`src/rtl/ysyx_24090013_rf_pkg.sv`:
```
// Shared constants, address type and the write/read hit helper for the NPC register file.
package ysyx_24090013_rf_pkg;

    localparam int unsigned REG_X0   = 0;
    localparam int unsigned REG_A0   = 10;
    localparam int unsigned RF_AW    = 5;
    localparam int unsigned RF_CMP_W = 16;

    typedef logic [RF_AW-1:0]    rf_addr_t;
    typedef logic [RF_CMP_W-1:0] rf_cmp_t;

    // Callers widen their addresses to rf_cmp_t, so any AW up to 16 bits shares this helper.
    function automatic logic rf_hit(input logic en, input rf_cmp_t a, input rf_cmp_t b);
        return en && (a == b) && (a != rf_cmp_t'(REG_X0));
    endfunction

endpackage

```
`src/rtl/ysyx_24090013_rf_scoreboard.sv`:
```
// Per-register busy bits: issue sets, writeback clears, a same-cycle set wins; bit 0 is never set.
module ysyx_24090013_rf_scoreboard
    import ysyx_24090013_rf_pkg::*;
#(
    parameter int unsigned AW = 5
) (
    input  logic              clk,
    input  logic              rst_n,
    input  logic              set_en,
    input  logic [AW-1:0]     set_addr,
    input  logic              clr_en,
    input  logic [AW-1:0]     clr_addr,
    output logic [(1<<AW)-1:0] busy_vec
);

    localparam int unsigned NREG = 1 << AW;

    logic [NREG-1:0] busy_d;
    logic [NREG-1:0] busy_q;

    always_comb begin
        busy_d = busy_q;
        for (int unsigned r = 0; r < NREG; r++) begin
            if (rf_hit(set_en, rf_cmp_t'(set_addr), rf_cmp_t'(r))) begin
                busy_d[r] = 1'b1;
            end else if (rf_hit(clr_en, rf_cmp_t'(clr_addr), rf_cmp_t'(r))) begin
                busy_d[r] = 1'b0;
            end
        end
        busy_d[0] = 1'b0;
    end

    always_ff @(posedge clk or negedge rst_n) begin
        if (!rst_n) begin
            busy_q <= '0;
        end else begin
            busy_q <= busy_d;
        end
    end

    assign busy_vec = busy_q;

endmodule

```
`src/rtl/ysyx_24090013_regfile_sb.sv`:
```
// NR_RD-read / 1-write GPR file with busy scoreboard for RAW/WAW stalls.
// Define YSYX_24090013_RF_BYPASS_EN to forward same-cycle writeback data to the read ports.
module ysyx_24090013_regfile_sb
    import ysyx_24090013_rf_pkg::*;
#(
    parameter int unsigned AW    = 5,
    parameter int unsigned DW    = 32,
    parameter int unsigned NR_RD = 2
) (
    input  logic                  clk,
    input  logic                  rst_n,
    input  logic                  wen,
    input  logic [AW-1:0]         waddr,
    input  logic [DW-1:0]         wdata,
    input  logic                  iss_valid,
    input  logic [AW-1:0]         iss_rd,
    output logic                  iss_ready,
    input  logic [NR_RD-1:0]      rd_ren,
    input  logic [NR_RD*AW-1:0]   rd_addr,
    output logic [NR_RD*DW-1:0]   rd_data,
    output logic [NR_RD-1:0]      rd_busy,
    output logic [(1<<AW)-1:0]    busy_vec
);

    localparam int unsigned NREG = 1 << AW;

    logic [DW-1:0] rf_d [NREG];
    logic [DW-1:0] rf_q [NREG];
    logic          wr_fire;
    logic          set_en;
    logic [AW-1:0] rd_a;

    assign wr_fire = rf_hit(wen, rf_cmp_t'(waddr), rf_cmp_t'(waddr));

    // A writeback to iss_rd in this cycle frees the slot, so the new owner may issue.
    assign iss_ready = !((iss_rd != '0) && busy_vec[iss_rd]
                         && !rf_hit(wen, rf_cmp_t'(waddr), rf_cmp_t'(iss_rd)));
    assign set_en    = iss_valid && iss_ready && (iss_rd != '0);

    ysyx_24090013_rf_scoreboard #(
        .AW (AW)
    ) u_scoreboard (
        .clk      (clk),
        .rst_n    (rst_n),
        .set_en   (set_en),
        .set_addr (iss_rd),
        .clr_en   (wr_fire),
        .clr_addr (waddr),
        .busy_vec (busy_vec)
    );

    always_comb begin
        rf_d = rf_q;
        if (wr_fire) begin
            rf_d[waddr] = wdata;
        end
    end

    always_ff @(posedge clk or negedge rst_n) begin
        if (!rst_n) begin
            for (int unsigned r = 0; r < NREG; r++) begin
                rf_q[r] <= '0;
            end
        end else begin
            rf_q <= rf_d;
        end
    end

    always_comb begin
        rd_data = '0;
        rd_busy = '0;
        rd_a    = '0;
        for (int unsigned i = 0; i < NR_RD; i++) begin
            rd_a = rd_addr[i*AW +: AW];
            if (rd_ren[i] && (rd_a != '0)) begin
                rd_data[i*DW +: DW] = rf_q[rd_a];
                rd_busy[i]          = busy_vec[rd_a];
`ifdef YSYX_24090013_RF_BYPASS_EN
                if (rf_hit(wen, rf_cmp_t'(waddr), rf_cmp_t'(rd_a))) begin
                    rd_data[i*DW +: DW] = wdata;
                    rd_busy[i]          = 1'b0;
                end
`endif
            end
        end
    end

endmodule

```
`config.mk`:
```
export PLATFORM = sky130hd
export DESIGN_NAME = ysyx_24090013_regfile_sb
export DESIGN_NICKNAME = d
export VERILOG_FILES = /design/src/rtl/ysyx_24090013_rf_pkg.sv /design/src/rtl/ysyx_24090013_rf_scoreboard.sv /design/src/rtl/ysyx_24090013_regfile_sb.sv
export SDC_FILE = /design/constraint.sdc
export NUM_CORES = 2
export LEC_CHECK = 0
export BUFFER_PORTS_ARGS = -buffer_cell sky130_fd_sc_hd__buf_2
export CAP_MARGIN = 20
export CORE_MARGIN = 5
export CORE_UTILIZATION = 46
export DETAILED_ROUTE_END_ITERATION = 8
export GPL_TIMING_DRIVEN = 0
export PLACE_DENSITY_LB_ADDON = 0.2
export SYNTH_ARGS = -nofsm -noshare
export SYNTH_HDL_FRONTEND = slang
export SYNTH_SLANG_ARGS = --single-unit
```
`constraint.sdc`:
```
create_clock -name clk -period 4.85 [get_ports clk]
set_input_delay 1.455 -clock clk [delete_from_list [all_inputs] [get_ports clk]]
set_output_delay 1.455 -clock clk [all_outputs]
set_load 0.01 [all_outputs]
```
======== After elaboration in Yosys (flattened, before gate mapping) ========
Index checks and enable logic that the tools add are counted.
cells by class
  reduce and logical (&&, ||, !) cells .... 171
  bitwise logic cells ..................... 3
  equal/unequal tests ..................... 63
  magnitude comparators ................... 7
  mux-type cells .......................... 81
operators with widths
  kind                                                                          number
  1024-bit bitwise mux                                                          1
  32-bit binary-select mux with 5-bit select                                    2
  32-bit two-way mux                                                            7
  32-bit demux with 5-bit select                                                1
  5-bit equality test, second input constant                                    32
  1-bit logical AND                                                             134
  5-bit by 4-bit equality test with 1-bit output, second input constant         16
  1-bit two-way mux                                                             67
  2-bit nonzero test                                                            31
  5-bit by 3-bit equality test with 1-bit output, second input constant         8
  5-bit by 2-bit equality test with 1-bit output, second input constant         4
  5-bit nonzero test                                                            4
  6-bit greater-or-equal comparator, second input constant                      3
  5-bit by 6-bit less-than comparator with 1-bit output, second input constant  3
  5-bit NOT with 6-bit output                                                   3
  1-bit binary-select mux with 5-bit select                                     3
  5-bit by 1-bit equality test with 1-bit output, second input constant         2
  6-bit by 1-bit less-than comparator with 1-bit output, second input constant  1
  5-bit equality test                                                           1
  1-bit zero test                                                               2
storage, ports and cells
  bits of input ports ..................... 58
  word-level logic and storage cells ...... 388
  register bits after elaboration ......... 1,055
  output and inout bits ................... 99

======== Logic depth before layout (Yosys ltp) ========
  depth after elaboration ................. 11
  mapped depth ............................ 9
  mapped depth without buffers ............ 5

======== Hierarchy ========
A second synthesis with hierarchy kept.
unflattened totals
  cell total of the unflattened synthesis .. 4,001
  area total of the unflattened synthesis .. 57,880.5 sq um
modules (own cells, without submodules)
  module                       cells each  instances  area an instance (sq um)  sequential area each (sq um)
  ysyx_24090013_regfile_sb     3,868       1          56,545.5                  25,624.6
  ysyx_24090013_rf_scoreboard  133         1          1,335.0                   775.7

======== Worst setup path before layout ========
OpenSTA, ideal clock, no wires.
  path type ............................... in2out
  from .................................... input rd_addr[0]
  to ...................................... output rd_data[13]
  data arrival time ....................... 3.183 ns
  slack ................................... 0.212 ns
  stages .................................. 7
  required time ........................... 3.395 ns
  buffers on the path ..................... 3
  path through ............................ clkbuf_1 -> buf_2 -> buf_2 -> mux4_2 -> mux2_2 -> a21oi_1 -> o22ai_1
on the way
  longest elaborated chain between the ends .. 5
  elaborated cells on any way between the ends .. 7
  those cells by class .................... 4 x mux; 1 x bitwise; 2 x reduce/logical
RTL lines
  item                                                    RTL line                        text
  from (decl)                                             ysyx_24090013_regfile_sb.sv:19  input logic [NR_RD*AW-1:0] rd_addr,
  5-bit NOT with 6-bit output (implied by the code)       ysyx_24090013_regfile_sb.sv:76  rd_data[i*DW +: DW] = rf_q[rd_a];
  32-bit binary-select mux with 5-bit select              ysyx_24090013_regfile_sb.sv:76
  32-bit two-way mux (implied by the code) (2 in series)  ysyx_24090013_regfile_sb.sv:76
  32-bit two-way mux *                                    ysyx_24090013_regfile_sb.sv:75  if (rd_ren[i] && (rd_a != '0)) begin
  to (decl)                                               ysyx_24090013_regfile_sb.sv:20  output logic [NR_RD*DW-1:0] rd_data,
Every way passes the cells marked *; elsewhere a longest branch is shown, timed or not. The select of a mux whose other input is x is not followed.

======== Worst setup path after layout ========
  from .................................... input rd_addr[3]
  to ...................................... output rd_data[18]
Same word-level chain as after synthesis.

==> results.ini <==
[logic_synthesis]
syn_inst=3784
seq_area_frac_synth_pct=46.5
yosysTopAreaCell=dfrtp_1
postSynthAreaPerCell_um2=15.0
synth_top_area_share_pct=46.5
yosys_warnings=0
ys_ff_latch=1055
synthTopCellsByArea=dfrtp_1 47%, mux2_2 22%, mux4_2 21%
syn-num-nets=3842
ys_types=40
netlist_area_um2=56800

[detailed_routing]
drtIter0Drc=3739
wl_per_cell_um=35.0
dr_total_vias=38400
vias_per_cell=6.58
ant_nets=0
drt-total-wl_um=204000
drc=0
first_pass_iters=6

[worst_setup_path]
worstPathMaxFanout=10
critPathLaunchType=primary input
r2r_setup_slack_ps=2660
worst_ep_arrival_time_ps=3500
r2r_end=u_scoreboard.busy_vec[16]
critical_path.startpoint=rd_addr[3]
required_ps=3390
reg2reg_depth=7
cp-end-kind=primary output
timing.rr.start=u_scoreboard.busy_vec[20]
crit_type=in2out
cp-endpoint=rd_data[18]

[clock_tree]
clkSinkCount=1055
cts_buffer_depth=3
cts_htree_levels=3
cts_tree=built
clkSlewWorstSetupHoldPaths_ps=50
hold_buffers=0
clk_latency_ps=750
ctsRootBufferMaster=clkbuf_16
cts_made_buffers=116

[timing]
setup_violations=42
tightest_slew_ps=1240
timing.fmax_mhz=202
hold_viol_final=0
maxSlewViolCount=0
rsz0062_at_grt=true
fin_skew_ps=7.51
fin_ws_ps=-104
slew_headroom_pct=17.2
min_period_over_period_pct=102
period_needed_ps=4950

[floorplan]
rows=128
start_util_pct=46.5
coreArea_um2=122000
die_y_um=361
io_pins=157
die_area_um2=131000
die_w_um=361

[final_layout]
multi_input_area_um2=29700
seq_area_um2=26400
drive_gt1_share_pct=58.3
area_growth_pct=19.2
utilization_pct=55.4
layout_common_cells=1101 x mux2_2, 1055 x dfrtp_1, 533 x mux4_2, 181 x clkbuf_1, 180 x buf_2
final_nets=4170
fillerInstances=9818
mostFrequentLayoutCell=mux2_2

[power_and_ir_drop]
ir_drop_mv=0.311
p_leak_nw=29.1
power_mw=27.5
powerDensity_nw_per_um2=407

[run_status]
failed_checks=negative setup slack
status=complete, but fails checks

[grt]
grt_pass1_vias=39600
gr-total-overflow=0
grt_util_all_layers_pct=30.8
antenna_found_initial=8
grt_max_degree=165
grt_pass1_wl_um=290000

[flow_run]
drv_cap=0

[placement]
place_hpwl_um=144000
post-place-ws_ps=-1880
portBuffers=140
gp_congestion=0.877

[hold_path]
hold_class=reg2reg
hold_depth=1

==> worst max-delay path, cell delays in order <==
cell,delay (ps)
clkbuf_2,280
clkbuf_2,370
buf_8,210
clkbuf_2,440
a21oi_1,190
o22ai_2,290
buf_2,220
==> metrics by stage <==
step	setup TNS [ps]	area, um^2	hold WS [ps]	instances
final	-1410	67600	473	5837
after CTS	-315	66700	481	5811
after global placement	-	59500	453	5549
after global routing	-1570	67600	492	5829
after detailed placement	-93260	60100	464	5580
after floorplan	0	56800	441	3784
==> cell families (layout without fill, tap and decap cells) <==
logic type	Yosys count	count (layout)	share of synthesized area [%]
flops	1055	1055	46.5
xor+xnor	5	5	0.0771
buf+inv	451	870	3.30
other cells	1	10	0.00661
mux	1797	1797	45.9
simple gates	241	241	1.82
compound gates	234	234	2.37
==> routing by layer <==
| layer | vias up | track usage [%] | share of wire [%] |
|---|---|---|---|
| li1 | 15100 | - | - |
| met1 | 20900 | 41.7 | 40 |
| met2 | 1892 | 48.5 | 46 |
| met3 | 479 | 6.55 | 8.3 |
| met4 | 6 | 13.2 | 5.2 |
| met5 | - | 0 | 0.022 |
==> how the worst min path moves through the flow <==
stage / start / end / slack (ps)
6_report: rf_q[1022] / rf_q[1022] / 470
5_1_grt: rf_q[994] / rf_q[994] / 490
2_1_floorplan: rf_q[1000] / rf_q[1000] / 440
4_1_cts: rf_q[1022] / rf_q[1022] / 480
3_3_place_gp: rf_q[1017] / rf_q[1017] / 450
3_5_place_dp: rf_q[993] / rf_q[993] / 460
==> area by class of cell <==
cell class | count | area share (%)
multi-input cells | 2278 | 43.9
flip-flops and latches | 1055 | 39.0
clock buffers | 169 | 5.20
plain buffers | 432 | 4.98
repair buffers | 212 | 3.10
well taps | 1625 | 3.01
clock inverters | 40 | 0.618
inverters | 17 | 0.0943
diodes | 9 | 0.0333
==> report_power, final <==
group          switching (mW)  internal (mW)
Clock                    3.85           5.37
Sequential               1.27           10.5
Combinational            2.79           3.76
Total                    7.91           19.6
==> timing repair <==
item                       4_1_cts  5_1_grt
cloned                           8       12
setup buffers                   14       10
hold endpoints to repair         0        0
resized for setup              641      132
setup endpoints to repair       67       61
pin swaps                       23       21
==> synthesized netlist by cell type <==
cell / n
conb_1: 1
nor3_1: 6
dfrtp_1: 1055
a32o_1: 17
mux2i_1: 140
a22oi_1: 1
nor2_1: 153
nand4b_1: 1
nand3b_1: 3
mux2_2: 1115
nand2_1: 46
xnor2_1: 5
nor4_2: 2
inv_1: 17
mux4_2: 533
and3_1: 2
mux2_1: 9
or3_1: 1
buf_1: 49
nand4_1: 2
buf_4: 5
o21ai_0: 18
or2_2: 2
and2_1: 2
nor3b_1: 2
or4_1: 2
nor4_1: 1
buf_2: 125
nor3b_2: 1
a31oi_1: 1
a32oi_1: 1
nand2b_1: 5
nand3_1: 3
o22ai_1: 67
clkbuf_1: 254
a21oi_1: 129
and3b_1: 1
or2_1: 1
nor2b_1: 5
buf_6: 1
==> registers in the layout (all words and copies together), names as in the netlist <==
signal	count
u_scoreboard.busy_vec	31
rf_q	1024
Note: power is estimated with default switching activity, not from simulation.
